$ cat config.mk
export PLATFORM = sky130hd
export DESIGN_NAME = axis_ready_pipeline
export DESIGN_NICKNAME = d
export VERILOG_FILES = /design/src/rtl/axis_ready_pipeline.sv
export SDC_FILE = /design/constraint.sdc
export NUM_CORES = 1
export LEC_CHECK = 0
export ABC_AREA = 1
export BUFFER_PORTS_ARGS = -buffer_cell sky130_fd_sc_hd__buf_2
export CORE_MARGIN = 5
export CORE_UTILIZATION = 51
export CTS_CLUSTER_DIAMETER = 120
export DETAILED_ROUTE_END_ITERATION = 7
export HOLD_SLACK_MARGIN = 0.15
export PLACE_DENSITY = 0.76
export SLEW_MARGIN = 15
export SYNTH_ARGS = -nofsm -noshare
export SYNTH_HDL_FRONTEND = slang
export SYNTH_SLANG_ARGS = --single-unit
$ cat constraint.sdc
create_clock -name aclk -period 6.1 [get_ports aclk]
set_clock_uncertainty 0.05 [all_clocks]
set_input_delay 0.915 -clock aclk [delete_from_list [all_inputs] [get_ports aclk]]
set_output_delay 0.915 -clock aclk [all_outputs]
set_load 0.005 [all_outputs]
$ cat src/rtl/axis_ready_pipeline.sv
// AXI-Stream register slice built from cascaded skid-buffer stages.
// Both the ready and valid/payload paths are registered at every stage.
module axis_ready_pipeline #(
  parameter int DEPTH      = 1,
  parameter int HAS_DEST   = 0,
  parameter int HAS_ID     = 0,
  parameter int HAS_LAST   = 0,
  parameter int DATA_WIDTH = 64,
  parameter int DEST_WIDTH = 1,
  parameter int ID_WIDTH   = 1
) (
  input  logic                  aclk,
  input  logic                  aresetn,
  input  logic                  s_valid,
  output logic                  s_ready,
  input  logic [DATA_WIDTH-1:0] s_data,
  input  logic [DEST_WIDTH-1:0] s_dest,
  input  logic [ID_WIDTH-1:0]   s_id,
  input  logic                  s_last,
  output logic                  m_valid,
  input  logic                  m_ready,
  output logic [DATA_WIDTH-1:0] m_data,
  output logic [DEST_WIDTH-1:0] m_dest,
  output logic [ID_WIDTH-1:0]   m_id,
  output logic                  m_last
);

  localparam int PW = DATA_WIDTH + DEST_WIDTH + ID_WIDTH + 1;
  localparam int NL = DEPTH + 1;

  typedef enum logic [1:0] {
    ST_EMPTY = 2'd0,
    ST_ONE   = 2'd1,
    ST_FULL  = 2'd2
  } state_t;

  // Link k sits between stage k-1 and stage k; link 0 is s_*, link DEPTH is m_*.
  logic          link_valid [NL];
  logic          link_ready [NL];
  logic [PW-1:0] link_pay   [NL];

  logic [DEST_WIDTH-1:0] out_dest;
  logic [ID_WIDTH-1:0]   out_id;
  logic                  out_last;
  logic                  unused_sidebands;

  assign link_valid[0] = s_valid;
  assign link_pay[0]   = {s_last, s_id, s_dest, s_data};
  assign s_ready       = link_ready[0];

  assign link_ready[DEPTH] = m_ready;
  assign m_valid           = link_valid[DEPTH];
  assign {out_last, out_id, out_dest, m_data} = link_pay[DEPTH];

  assign m_dest = (HAS_DEST != 0) ? out_dest : '0;
  assign m_id   = (HAS_ID   != 0) ? out_id   : '0;
  assign m_last = (HAS_LAST != 0) ? out_last : 1'b0;

  // Sideband bits are carried through unconditionally and only masked at the output.
  assign unused_sidebands = ^{out_dest, out_id, out_last};

  for (genvar k = 0; k < DEPTH; k++) begin : g_stage
    state_t        state_q, state_d;
    logic          in_ready_q, in_ready_d;
    logic          out_valid_q, out_valid_d;
    logic [PW-1:0] main_q, main_d;
    logic [PW-1:0] skid_q, skid_d;
    logic          in_xfer;
    logic          out_xfer;

    assign in_xfer  = link_valid[k] & in_ready_q;
    assign out_xfer = out_valid_q & link_ready[k+1];

    always_comb begin
      state_d = state_q;
      main_d  = main_q;
      skid_d  = skid_q;
      case (state_q)
        ST_EMPTY: begin
          if (in_xfer) begin
            main_d  = link_pay[k];
            state_d = ST_ONE;
          end
        end
        ST_ONE: begin
          if (in_xfer && out_xfer) begin
            main_d = link_pay[k];
          end else if (in_xfer) begin
            skid_d  = link_pay[k];
            state_d = ST_FULL;
          end else if (out_xfer) begin
            state_d = ST_EMPTY;
          end
        end
        ST_FULL: begin
          if (out_xfer) begin
            main_d  = skid_q;
            state_d = ST_ONE;
          end
        end
        default: state_d = ST_EMPTY;
      endcase
      // Handshake flags are decodes of the next state so they can be registered.
      in_ready_d  = (state_d != ST_FULL);
      out_valid_d = (state_d != ST_EMPTY);
    end

    always_ff @(posedge aclk) begin
      if (!aresetn) begin
        state_q     <= ST_EMPTY;
        in_ready_q  <= 1'b0;
        out_valid_q <= 1'b0;
      end else begin
        state_q     <= state_d;
        in_ready_q  <= in_ready_d;
        out_valid_q <= out_valid_d;
      end
      main_q <= main_d;
      skid_q <= skid_d;
    end

    assign link_ready[k]   = in_ready_q;
    assign link_valid[k+1] = out_valid_q;
    assign link_pay[k+1]   = main_q;
  end

endmodule

# Word level (Yosys, flattened, before mapping)
# Index checks and enable logic that the tools add are counted.
[word_totals]
register_bits = 132
inputBits = 71
[classes]
n_eq_ne = 6
n_mux = 10
n_bitwise = 3
reduce_logical = 6
[ops]
columns = ["op", "n"]
rows = [
  ["2-to-1 mux 64 bit", 3],
  ["case mux 64 bit (3 select lines)", 1],
  ["2-to-1 mux 2 bit", 5],
  ["!= test 2 bit (second input constant)", 4],
  ["case mux 2 bit (3 select lines)", 1],
  ["AND reduction 4 bit", 1],
  ["AND reduction 3 bit", 1],
  ["nonzero test 3 bit", 1],
  ["AND 1 bit", 2],
  ["equality test 2 x 1 -> 1 bit (second input constant)", 1],
  ["equality test 2 bit (second input constant)", 1],
  ["zero test 2 bit", 1],
  ["nonzero test 2 bit", 1],
  ["logical AND 1 bit", 1],
  ["NOT 1 bit", 1],
]

# Longest topological paths before layout
[depth]
ltp_word = 6
depth_mapped = 5

# Worst setup path before layout
# No wires, ideal clock.
[synth_path]
path_type = "input-to-reg"
from = "in s_valid"
to = "reg g_stage[0].skid_q[0], enable pin"
setup_ns = 0.453
t_arrival_ns = 3.104
required_ns = 5.597
slack_ns = 2.493
path_stages = 2
path_buffers = 0
path_cell_list = "nand2_1 nor4_4"
[synth_between]
elab_chain_len = 4
[synth_lines]
columns = ["element", "line", "text"]
rows = [
  ["start, declared", "14", "input logic s_valid,"],
  ["AND 1 bit (*)", "71", "assign in_xfer = link_valid[k] & in_ready_q;"],
  ["logical AND 1 bit", "86", "if (in_xfer && out_xfer) begin"],
  ["NOT 1 bit (no line)", "--", ""],
  ["AND reduction 3 bit (no line) (*)", "--", ""],
  ["end signal, assigned", "119", "skid_q <= skid_d;"],
  ["end, declared", "67", "logic [PW-1:0] skid_q, skid_d;"],
]
# Every way passes the cells marked *; elsewhere a longest branch is shown, timed or not.
# A chain may end at the register's enable or synchronous reset.

# Final worst setup path
[layout_path]
from = "reg g_stage[0].state_q[0]"
to = "reg g_stage[0].skid_q[27], enable pin"
[layout_between]
elab_chain_len = 2
[layout_lines]
columns = ["element", "line", "text"]
rows = [
  ["start, declared", "63", "state_t state_q, state_d;"],
  ["start signal, assigned", "114", "state_q <= state_d;"],
  ["equality test 2 x 1 -> 1 bit", "78", "case (state_q)"],
  ["AND reduction 3 bit (no line)", "--", ""],
]
# No other way between the ends.

==> out/metrics.yaml <==
status: "completed"
cts_max_level: 4
hpwlAfterDp_um: 6540
drv_cap: 0
wl_per_cell_um: 15.9
die_area_um2: 12100
drc: 0
die_h_um: 110
fin_cells: 654
yosys-top-cells-count: "nand2_1, edfxtp_1, nand3_1"
min_period_over_period_pct: 42.6
rsz0062_at_grt: "false"
clock_latency_ns: 0.51
seq_area_um2: 3930
ys_warn_count: 0
synth_top_area_share_pct: 75.6
path_max_fanout: 66
initial_core_util_pct: 52.2
ctsHoldBuffers: 0
hold_violations: 0
top_usage_layer: "met2"
clk_path_buf_depth: 2
yosys.area.top_type: "edfxtp_1"
p_leak_nw: 2.62
drt_iter0_markers: 228
vias_per_cell: 5.00
critPathMaxStageDelay_ns: 0.78
ys_top_cells_by_area: "edfxtp_1, nand2_1, nand3_1, buf_6, buf_4"
cp_slowest_cell: "clkinv_2"
grt_pass1_wl_um: 15900
arrival_ns: 2.70
grt_use_total_pct: 17.7
syn_area_per_cell_um2: 13.6
grt_use_met2_pct: 29.7
io_pins: 140
ys_seq_area_share_pct: 77.2
fillers: 745
area_growth_pct: 23.6
cts_root_buf: "clkbuf_8"
grt_util_met3_pct: 4.29
antenna_left: 0
synthArstFlopShare_pct: 0
drv_slew: 0
antenna_found_initial: 0
gr-total-overflow: 0
slew_headroom_pct: 34.7
cts_resized: 0
routed_wl_um: 10400
insertedDiodeCount: 0
routabilityCongestion: 0.785
powerDensity_nw_per_um2: 333
fmax_ghz: 0.385
grt_pass1_vias: 3224
start_kind: "register"
grt_max_degree: 67
tns_ns: 0
final.min_clock_period_ns: 2.60
synthCells: 374
ys_seq_elements: 132
multi_input_area_um2: 922
ys.flop_type: "edfxtp_1"
clock-sinks: 132
clk_pin_slew_ns: 0.06
cts_tree: "yes"
syn_area_um2: 5080
postCtsSetupBuffers: 0
firstDrtPassIters: 5
nets: 579
tightest_slew_ns: 0.978
min_path_type: "register to register"
std_cell_rows: 36
drive_above_1_share_pct: 33.4
synth_cell_types: 19
path_class: "register to register"
core_area_um2: 9730
power.total_w: 0.00209
worstPathCellList: "clkinv_2 > nor4_4 > buf_4"
fin_hold_ws_ns: 0.492
ir_drop_mv: 0.170
finalSetupViolations: 0
yosys.cell_count.top_type: "nand2_1"
numCtsBuffers: 17
synth_edf_count: 128
die_w_um: 110
port_buffers: 133
dp_cells: 622
cp-end-kind: "register"
globalRouteMet1Util_pct: 21.5
vias: 3267
cp.required_ns: 6.20
## final cells by class
cell class              count  share of cell area, %
repair buffers            137                   11.1
inverters                   6                  0.378
clock inverters            15                   2.13
clock buffers              17                   6.59
well taps                 133                   2.65
flip-flops and latches    132                   62.5
multi-input cells         214                   14.7
## final timing paths
check	startpoint	endpoint	slack (ns)	cells after the start
worst max-delay path	g_stage[0].state_q[0]	g_stage[0].skid_q[27]	3.50	3
worst min-delay path	g_stage[0].skid_q[1]	g_stage[0].main_q[1]	0.49	2
worst max register to register	g_stage[0].state_q[0]	g_stage[0].skid_q[27]	3.50	3
worst min register to register	g_stage[0].skid_q[1]	g_stage[0].main_q[1]	0.49	2
## layer usage
metal | vias up | part of all wire [%]
li1 | 1578 | -
met4 | 0 | 2.3
met1 | 1522 | 38
met5 | - | 0
met3 | 23 | 7.3
met2 | 144 | 52
## per-stage QoR
step                utilization [%]  worst slack, ns  cell area [um^2]
floorplan                         -             2.49              5090
finish                         64.6             3.50              6280
global route                   64.6             3.24              6280
detailed placement             58.9             3.20              5730
global placement               58.9             3.29              5730
CTS                            64.5             3.49              6280
## logic make-up after synthesis
family          count (synthesis)  synth area share, %
other cells                     1               0.0738
simple gates                  207                 17.5
buf+inv                        30                 4.78
flops                         132                 77.2
compound gates                  4                0.468
## flip-flops by register name, summed over array words and instances, names as in the netlist
| name | cells |
|---|---|
| g_stage.skid_q | 64 |
| g_stage.state_q | 2 |
| m_valid | 1 |
| g_stage.main_q | 64 |
| s_ready | 1 |
## cell usage in the layout (no fill, tap or decap), types with 2 or more instances in the layout
master,Yosys,routed
nand2_1,134,134
inv_6,0,2
clkinvlp_4,0,6
inv_1,5,4
nor2_1,4,4
clkbuf_16,0,16
nand3_1,66,66
buf_2,2,133
dfxtp_1,4,3
clkinv_4,0,3
conb_1,1,3
buf_4,11,4
edfxtp_1,128,128
clkinv_2,0,4
## where the power goes
group	leakage (nW)	internal [W]	switching [W]
Sequential	1.21	0.00104	0.00000930
Combinational	1.16	0.0000465	0.0000780
Clock	0.253	0.000540	0.000380
## worst max-delay path: cells and delay by family (launching register included)
kind | cells | cell delay [ns]
buf+inv | 2 | 1.26
simple gates | 1 | 0.52
flops | 1 | 0.40
Note: power is estimated with default switching activity, not from simulation.
